<file path="src/rtl/slave_receiver.sv">
// Receive-side SPI slave / UART 8N1 deserializer. Produces one parallel byte
// per completed transfer with a single-cycle valid strobe.
module slave_receiver #(
    parameter int CLKS_PER_BIT = 16,
    parameter int SYNC_STAGES  = 2
) (
    input  logic       clk,
    input  logic       rst,
    input  logic [1:0] prot_sel,
    input  logic [1:0] spi_mode,
    input  logic       sclk,
    input  logic       cs,
    input  logic       s_dat_spi,
    input  logic       s_dat_uart,
    output logic [7:0] p_dat_out,
    output logic       dat_valid,
    output logic       frame_err,
    output logic       rx_busy,
    output logic       srdone
);

    localparam int CW = (CLKS_PER_BIT > 2) ? $clog2(CLKS_PER_BIT) : 1;
    localparam logic [CW-1:0] BIT_LAST  = CW'(CLKS_PER_BIT - 1);
    localparam logic [CW-1:0] HALF_LAST = CW'(CLKS_PER_BIT / 2 - 1);

    typedef enum logic [2:0] {
        U_IDLE,
        U_START,
        U_DATA,
        U_STOP,
        U_WAIT_HIGH
    } uartState_t;

    logic [SYNC_STAGES-1:0] r_sclkSync;
    logic [SYNC_STAGES-1:0] r_csSync;
    logic [SYNC_STAGES-1:0] r_mosiSync;
    logic [SYNC_STAGES-1:0] r_uartSync;
    logic                   r_sclkPrev;
    logic                   r_csPrev;
    logic                   r_uartPrev;
    logic [1:0]             r_protPrev;

    logic [2:0]  r_spiCnt;
    logic [7:0]  r_spiShift;
    logic        r_spiFull;

    uartState_t  r_uState;
    uartState_t  w_uStateNext;
    logic [CW-1:0] r_uCnt;
    logic [CW-1:0] w_uCntNext;
    logic [2:0]  r_uBitIdx;
    logic [2:0]  w_uBitIdxNext;
    logic [7:0]  r_uShift;
    logic [7:0]  w_uShiftNext;
    logic        w_uDone;
    logic        w_uErr;
    logic        w_uStart;

    logic w_sclk, w_cs, w_mosi, w_uart;
    logic w_sclkRise, w_sclkFall, w_leadEdge, w_trailEdge, w_sampleEdge;
    logic w_csRise, w_uartFall, w_protChange, w_spiEn, w_uartEn;
    logic w_spiSample, w_spiLastBit, w_spiFirstBit;

    // Edges are judged between the synchronizer output and one extra history flop.
    always_ff @(posedge clk) begin
        if (!rst) begin
            r_sclkSync <= {SYNC_STAGES{spi_mode[1]}};
            r_csSync   <= '1;
            r_mosiSync <= '0;
            r_uartSync <= '1;
            r_sclkPrev <= spi_mode[1];
            r_csPrev   <= 1'b1;
            r_uartPrev <= 1'b1;
            r_protPrev <= prot_sel;
        end else begin
            r_sclkSync <= {r_sclkSync[SYNC_STAGES-2:0], sclk};
            r_csSync   <= {r_csSync[SYNC_STAGES-2:0], cs};
            r_mosiSync <= {r_mosiSync[SYNC_STAGES-2:0], s_dat_spi};
            r_uartSync <= {r_uartSync[SYNC_STAGES-2:0], s_dat_uart};
            r_sclkPrev <= r_sclkSync[SYNC_STAGES-1];
            r_csPrev   <= r_csSync[SYNC_STAGES-1];
            r_uartPrev <= r_uartSync[SYNC_STAGES-1];
            r_protPrev <= prot_sel;
        end
    end

    assign w_sclk        = r_sclkSync[SYNC_STAGES-1];
    assign w_cs          = r_csSync[SYNC_STAGES-1];
    assign w_mosi        = r_mosiSync[SYNC_STAGES-1];
    assign w_uart        = r_uartSync[SYNC_STAGES-1];
    assign w_sclkRise    = w_sclk & ~r_sclkPrev;
    assign w_sclkFall    = ~w_sclk & r_sclkPrev;
    assign w_leadEdge    = spi_mode[1] ? w_sclkFall : w_sclkRise;
    assign w_trailEdge   = spi_mode[1] ? w_sclkRise : w_sclkFall;
    assign w_sampleEdge  = spi_mode[0] ? w_trailEdge : w_leadEdge;
    assign w_csRise      = w_cs & ~r_csPrev;
    assign w_uartFall    = ~w_uart & r_uartPrev;
    assign w_protChange  = (prot_sel != r_protPrev);
    assign w_spiEn       = (prot_sel == 2'b01) && !w_protChange;
    assign w_uartEn      = (prot_sel == 2'b11) && !w_protChange;

    // A sample coinciding with cs rising still counts so a final bit is not lost.
    assign w_spiSample   = w_spiEn && w_sampleEdge && (!w_cs || w_csRise);
    assign w_spiLastBit  = w_spiSample && (r_spiCnt == 3'd7);
    assign w_spiFirstBit = w_spiSample && (r_spiCnt == 3'd0);

    always_ff @(posedge clk) begin
        if (!rst) begin
            r_spiCnt   <= 3'd0;
            r_spiShift <= 8'h00;
            r_spiFull  <= 1'b0;
        end else if (!w_spiEn) begin
            r_spiCnt  <= 3'd0;
            r_spiFull <= 1'b0;
        end else begin
            r_spiFull <= w_spiLastBit;
            if (w_spiSample) begin
                r_spiShift <= {r_spiShift[6:0], w_mosi};
                r_spiCnt   <= r_spiCnt + 3'd1;
            end else if (w_cs) begin
                r_spiCnt <= 3'd0;
            end
        end
    end

    always_ff @(posedge clk) begin
        if (!rst) begin
            r_uState  <= U_IDLE;
            r_uCnt    <= '0;
            r_uBitIdx <= 3'd0;
            r_uShift  <= 8'h00;
        end else begin
            r_uState  <= w_uStateNext;
            r_uCnt    <= w_uCntNext;
            r_uBitIdx <= w_uBitIdxNext;
            r_uShift  <= w_uShiftNext;
        end
    end

    always_comb begin
        w_uStateNext  = r_uState;
        w_uCntNext    = r_uCnt;
        w_uBitIdxNext = r_uBitIdx;
        w_uShiftNext  = r_uShift;
        w_uDone       = 1'b0;
        w_uErr        = 1'b0;
        w_uStart      = 1'b0;
        if (!w_uartEn) begin
            w_uStateNext  = U_IDLE;
            w_uCntNext    = '0;
            w_uBitIdxNext = 3'd0;
        end else begin
            case (r_uState)
                U_IDLE: begin
                    if (w_uartFall) begin
                        w_uStateNext = U_START;
                        w_uCntNext   = '0;
                        w_uStart     = 1'b1;
                    end
                end
                U_START: begin
                    // Mid-start-bit check rejects short low glitches.
                    if (r_uCnt == HALF_LAST) begin
                        w_uCntNext    = '0;
                        w_uBitIdxNext = 3'd0;
                        w_uStateNext  = w_uart ? U_IDLE : U_DATA;
                    end else begin
                        w_uCntNext = r_uCnt + CW'(1);
                    end
                end
                U_DATA: begin
                    if (r_uCnt == BIT_LAST) begin
                        w_uCntNext   = '0;
                        w_uShiftNext = {w_uart, r_uShift[7:1]};
                        if (r_uBitIdx == 3'd7) begin
                            w_uStateNext = U_STOP;
                        end else begin
                            w_uBitIdxNext = r_uBitIdx + 3'd1;
                        end
                    end else begin
                        w_uCntNext = r_uCnt + CW'(1);
                    end
                end
                U_STOP: begin
                    if (r_uCnt == BIT_LAST) begin
                        w_uCntNext = '0;
                        if (w_uart) begin
                            w_uDone      = 1'b1;
                            w_uStateNext = U_IDLE;
                        end else begin
                            w_uErr       = 1'b1;
                            w_uStateNext = U_WAIT_HIGH;
                        end
                    end else begin
                        w_uCntNext = r_uCnt + CW'(1);
                    end
                end
                U_WAIT_HIGH: begin
                    if (w_uart) begin
                        w_uStateNext = U_IDLE;
                    end
                end
                default: begin
                    w_uStateNext = U_IDLE;
                end
            endcase
        end
    end

    // Engines are mutually exclusive, so at most one completion arrives per cycle.
    always_ff @(posedge clk) begin
        if (!rst) begin
            p_dat_out <= 8'h00;
            dat_valid <= 1'b0;
            frame_err <= 1'b0;
            srdone    <= 1'b0;
        end else begin
            dat_valid <= 1'b0;
            frame_err <= w_uErr;
            if (r_spiFull) begin
                p_dat_out <= r_spiShift;
                dat_valid <= 1'b1;
                srdone    <= 1'b1;
            end else if (w_uDone) begin
                p_dat_out <= r_uShift;
                dat_valid <= 1'b1;
                srdone    <= 1'b1;
            end else if (w_spiFirstBit || w_uStart) begin
                srdone <= 1'b0;
            end
        end
    end

    assign rx_busy = (r_spiCnt != 3'd0) || (r_uState != U_IDLE);

endmodule

</file>
<file path="config.mk">
export PLATFORM = sky130hd
export DESIGN_NAME = slave_receiver
export DESIGN_NICKNAME = d
export VERILOG_FILES = /design/src/rtl/slave_receiver.sv
export SDC_FILE = /design/constraint.sdc
export NUM_CORES = 1
export LEC_CHECK = 0
export ABC_AREA = 1
export ABC_CLOCK_PERIOD_IN_PS = 2600
export CAP_MARGIN = 10
export CELL_PAD_IN_SITES_DETAIL_PLACEMENT = 0
export CELL_PAD_IN_SITES_GLOBAL_PLACEMENT = 1
export CORE_AREA = 2 2 76 78
export CTS_CLUSTER_DIAMETER = 80
export CTS_CLUSTER_SIZE = 8
export DETAILED_ROUTE_END_ITERATION = 10
export DIE_AREA = 0 0 78 80
export MAX_ROUTING_LAYER = met4
export PLACE_DENSITY_LB_ADDON = 0.1
export SYNTH_ARGS = -nofsm -noshare
export SYNTH_HDL_FRONTEND = slang
export SYNTH_SLANG_ARGS = --single-unit
export TNS_END_PERCENT = 50
</file>
<file path="constraint.sdc">
create_clock -name clk -period 2.6 [get_ports clk]
set_clock_uncertainty 0.2 [all_clocks]
set_input_delay 0.26 -clock clk [delete_from_list [all_inputs] [get_ports clk]]
set_output_delay 0.26 -clock clk [all_outputs]
set_load 0.02 [all_outputs]
</file>
==> results of run 1 <==
[per-layer routing]
metal  wire length, um  share of wire [%]  vias up
met2              2100                 45       17
met3               122                2.6        4
met5                 0                  0        -
li1                  -                  -     1055
met1              2390                 51      874
met4                51                1.1        0
[state kept, by name (all words and copies together) (netlist names), 2 cells and up]
register / cells
r_csSync: 2
r_sclkSync: 2
r_uState: 3
r_protPrev: 2
r_mosiSync: 2
r_uShift: 8
r_uCnt: 4
r_spiCnt: 3
r_uBitIdx: 3
r_spiShift: 8
r_uartSync: 2
p_dat_out: 8
[where the power goes]
part	leakage [nW]	switching (W)	internal, W
Sequential	0.438	0.00000515	0.000838
Clock	0.0482	0.000253	0.000215
Combinational	0.639	0.0000435	0.0000310
Total	1.13	0.000301	0.00108
[worst register-to-register path, stage by stage, from the launching register on]
cell	delay, ps
dfxtp_1	400
ha_1	250
nand3_2	150
inv_2	150
nand4_2	90
nand2_2	180
inv_2	110
nor2_1	100
nor2_1	50
[area by class of cell]
class,instances,area [um2]
fill,560,2660
clock buffer,7,86.3
sequential,54,1080
multi-input combinational,211,1100
inverter,37,140
timing repair buffer,25,240
clock inverter,1,5.00
tap,72,90.1
[cells in the mapped netlist]
library cell | instances | area share [%]
nand4_2 | 1 | 0.53
inv_2 | 4 | 0.64
nand2_1 | 52 | 8.3
nor4_1 | 1 | 0.26
clkinv_2 | 1 | 0.21
nor2_4 | 1 | 0.48
buf_2 | 3 | 0.64
nor3_1 | 4 | 0.85
dfxtp_1 | 54 | 46
nand3_4 | 3 | 2.2
clkbuf_1 | 4 | 0.64
nand3_2 | 4 | 1.7
nand2_4 | 1 | 0.48
inv_1 | 32 | 5.1
o21ai_0 | 31 | 6.6
nor2_2 | 4 | 1.1
o21ai_2 | 2 | 0.74
nand2_2 | 3 | 0.79
buf_4 | 1 | 0.32
a21oi_1 | 26 | 5.5
o21ai_1 | 4 | 0.85
nand3_1 | 13 | 2.8
ha_1 | 6 | 3.2
mux2i_1 | 1 | 0.42
o21bai_1 | 2 | 0.64
nor2_1 | 41 | 6.5
or2_2 | 4 | 1.1
a31oi_1 | 1 | 0.26
nand4_1 | 6 | 1.6
[metrics by stage]
stage | cells | hold WS (ps) | instance area [um2]
finish | 407 | 211 | 2750
global placement | 399 | 193 | 2660
floorplan | 310 | 87.7 | 2360
CTS | 407 | 214 | 2750
detailed placement | 399 | 199 | 2660
global route | 407 | 241 | 2750
[kinds of logic (layout without fill, tap and decap cells)]
family          Yosys count  after routing  share of synthesized area, %
flops                    54             54                          45.8
compound gates           66             66                          14.6
buf+inv                  45             70                          7.52
fa+ha+maj                 6              6                          3.18
mux                       1              1                         0.424
simple gates            138            138                          28.5
[worst paths after layout]
check                                 start            to  cells past startpoint
worst max register to register    r_uCnt[0]  p_dat_out[7]                      8
worst min-delay path            r_csSync[0]   r_csSync[1]                      1
worst max-delay path            r_uState[2]       rx_busy                      3
worst min register to register  r_csSync[0]   r_csSync[1]                      1
==> impl_metrics.yaml, run 1 <==
outcome:
  status: "finished clean"
floorplan:
  start_util_pct: 43.7
  dieHeight_um: 80
  core-area_um2: 5410
  pin_count: 22
  die-area_um2: 6240
  fp-row-count: 27
  die_w_um: 78
worst_setup_path:
  critPathSlowestCell: "clkdlybuf4s50_1"
  critical_path.cell_chain: "nor2_2 -> nand4_1 -> clkdlybuf4s50_1"
  reg2reg_slack_ps: 820
  critical_path.top_delay_family: "buffers and inverters"
  max_stage_delay_ps: 570
  cp.required_ps: 2140
  cp-end-kind: "output pin"
  critPathBufInv: 1
  cp_max_fo: 6
  start_kind: "flop"
  crit_type: "reg -> out"
  crit_arrival_ps: 1680
cts:
  clkLatencyLatePin_ps: 290
  cts_setup_buffers: 0
  ctsHoldBuffers: 0
  numCtsBuffers: 5
  cts_resized: 0
  htree_levels: 2
  clkTransAtPathRegs_ps: 90
  cts_tree: "built"
  cts_buffer_depth: 2
  clkSinkCount: 54
  cts-root-buf: "clkbuf_8"
layout:
  area_delta_synth_final_pct: 16.3
  final_common_cell: "dfxtp_1"
  final_cell_mix: "dfxtp_1 (54), nand2_1 (52), nor2_1 (41)"
  drive_above_1_share_pct: 11.6
  utilization_pct: 50.8
  fin_nets: 350
  antenna_cells: 0
detailed_routing:
  drt-total-wl_um: 4660
  vias: 1950
  drc: 0
  antenna_left: 0
  wl_per_cell_um: 11.4
  drtIter0Drc: 98
  firstDrtPassIters: 4
  vias_per_cell: 4.79
worst_hold_path:
  hold_class: "reg -> reg"
power_and_ir_drop:
  p_leak_nw: 1.13
  power_w: 0.00139
  power.density_nw_per_um2: 504
  ir_worst_vdd_mv: 0.339
sta:
  rsz0062_at_grt: "no"
  setup_viol: 0
  timing_hold_violations_final: 0
  layout_setup_ws_ps: 464
  tns_ps: 0
  timing.fmax_ghz: 0.468
  max_slew_margin_pct: 68.0
  worst_pin_slew_ps: 480
  fin_crit_ps: 2140
  final_max_slew_viol_count: 0
  min_period_over_period_pct: 82.1
grt:
  use_met2_pct: 26.9
  track_usage_pct: 17.1
  use_met3_pct: 3.85
  grt_max_degree: 21
  grt.overflow.total: 0
  use_met1_pct: 22.1
  grt_pass1_vias: 1763
  grt_pass1_wl_um: 8210
  top_usage_layer: "met2"
  antenna_found_initial: 0
synth:
  ys_seq_area_share_pct: 45.8
  synthCells: 310
  synth_area_um2: 2360
  syn_nets: 326
  yosysUniqueCellTypes: 29
  ys_ff_latch: 54
  syn_area_per_cell_um2: 7.62
  yosys_warnings: 0
place:
  port_buffers: 21
  hpwl_um: 3440
  gp_congestion: 0.782
  place_ws_ps: 607
flow_run:
  drv_cap: 0
Power figures use the tool's default switching activity.
==> run 2, diff against run 1 <==
- ABC_CLOCK_PERIOD_IN_PS: 2600 -> 1900
- CORE_AREA: 2 2 76 78 -> 2 2 83 85
- DIE_AREA: 0 0 78 80 -> 0 0 85 87
- clock period: 2.6 -> 1.9 ns (I/O delays scaled with it)
==> impl_metrics.yaml, run 2 (same netlist as run 1, synthesis figures left out) <==
worst_setup_path:
  critical_path.top_delay_family: "buffers and inverters"
  cp.required_ps: 1510
  cp-end-kind: "output pin"
  crit_type: "reg -> out"
  critical_path.cell_chain: "inv_1 -> ha_1 -> nand4_1 -> dlygate4sd2_1"
  cp_max_fo: 3
  max_stage_delay_ps: 350
  start_kind: "flop"
  crit_arrival_ps: 1390
  critPathBufInv: 2
  critPathSlowestCell: "dfxtp_1"
layout:
  area_delta_synth_final_pct: 19.7
  layoutNonFillerInstCount: 422
  utilization_pct: 43.0
  final_common_cell: "dfxtp_1"
  fin_nets: 357
  final_cell_mix: "dfxtp_1 (54), nand2_1 (52), nor2_1 (41)"
  antenna_cells: 0
  drive_above_1_share_pct: 13.5
  largestRegisters: "p_dat_out (8), r_spiShift (8), r_uShift (8)"
grt:
  top_usage_layer: "met2"
  grt.overflow.total: 0
  antenna_found_initial: 0
  use_met1_pct: 18.3
  track_usage_pct: 15.0
  grt_max_degree: 18
  grt_pass1_wl_um: 8720
  grt_pass1_vias: 1876
  use_met2_pct: 24.9
  use_met3_pct: 2.84
place:
  hpwl_um: 3660
  port_buffers: 21
  gp_congestion: 0.758
  post-place-cells: 414
floorplan:
  die-area_um2: 7400
  fp-row-count: 30
  core-area_um2: 6570
  start_util_pct: 36.0
  die_w_um: 85
  pin_count: 22
  dieHeight_um: 87
cts:
  clkLatencyLatePin_ps: 300
  clkTransAtPathRegs_ps: 90
  cts_buffer_depth: 2
  ctsHoldBuffers: 0
  cts_tree: "built"
  cts_setup_buffers: 0
  clkSinkCount: 54
  htree_levels: 2
  cts_resized: 1
  numCtsBuffers: 5
  cts-root-buf: "clkbuf_8"
power_and_ir_drop:
  power.density_nw_per_um2: 716
  p_leak_nw: 1.17
  power_w: 0.00202
  ir_worst_vdd_mv: 0.365
sta:
  timing.fmax_ghz: 0.561
  min_period_over_period_pct: 93.9
  rsz0062_at_grt: "no"
  max_slew_margin_pct: 75.4
  final_max_slew_viol_count: 0
  tns_ps: 0
  timing_hold_violations_final: 0
  setup_viol: 0
  worst_pin_slew_ps: 369
  fin_crit_ps: 1780
detailed_routing:
  antenna_left: 0
  firstDrtPassIters: 4
  vias_per_cell: 4.64
  vias: 1959
  drtIter0Drc: 72
  drc: 0
  drt-total-wl_um: 4990
  wl_per_cell_um: 11.8
flow_run:
  drv_cap: 0
worst_hold_path:
  hold_class: "in -> reg"
outcome:
  status: "finished clean"
run 2: cell types whose count changed in the layout (fill, tap and decap cells not counted):
cell and delta:
buf_4 +7, bufinv_16 +1, clkbuf_8 -1, clkdlybuf4s50_1 -1, clkinv_2 -1, clkinvlp_4 +1, dlygate4sd2_1 +1
run 2: area by class of cell:
| cell class | instances | area, um2 |
|---|---|---|
| Clock buffer | 6 | 72.6 |
| Clock inverter | 2 | 37.5 |
| Fill cell | 686 | 3740 |
| Inverter | 37 | 140 |
| Multi-Input combinational cell | 211 | 1100 |
| Sequential cell | 54 | 1080 |
| Tap cell | 80 | 100 |
| Timing Repair Buffer | 32 | 292 |
run 2: per-layer routing:
metal  routed length, um  part of all wire (%)  vias to the layer above
li1                    -                     -                     1070
met1                2370                    48                      861
met2                2420                    49                       24
met3                 125                   2.5                        4
met4                  67                   1.3                        0
met5                   0                     0                        -
run 2: path summary, 6_finish.rpt:
kind	startpoint	endpoint	slack (ps)	cells after the start
worst min-delay path	prot_sel[0]	r_protPrev[0]	180	1
worst max-delay path	r_spiCnt[0]	rx_busy	120	4
worst max register to register	r_uCnt[1]	p_dat_out[3]	200	8
worst min register to register	r_csSync[0]	r_csSync[1]	220	1
run 2: power breakdown:
part	leakage (nW)	switching [W]	total [W]	internal, W
combinational	0.680	0.0000612	0.000107	0.0000461
sequential	0.438	0.00000691	0.00115	0.00115
clock	0.0514	0.000370	0.000763	0.000394
total	1.17	0.000438	0.00202	0.00159
run 2: through the flow:
| step | setup slack, ps | instance area (um2) | hold slack [ps] |
|---|---|---|---|
| final | 117 | 2830 | 184 |
| after global routing | 43.0 | 2830 | 185 |
| after CTS | 111 | 2830 | 176 |
| after detailed placement | -9.05 | 2720 | 198 |
| after global placement | 24.2 | 2720 | 194 |
| after floorplan | 337 | 2360 | 17.7 |
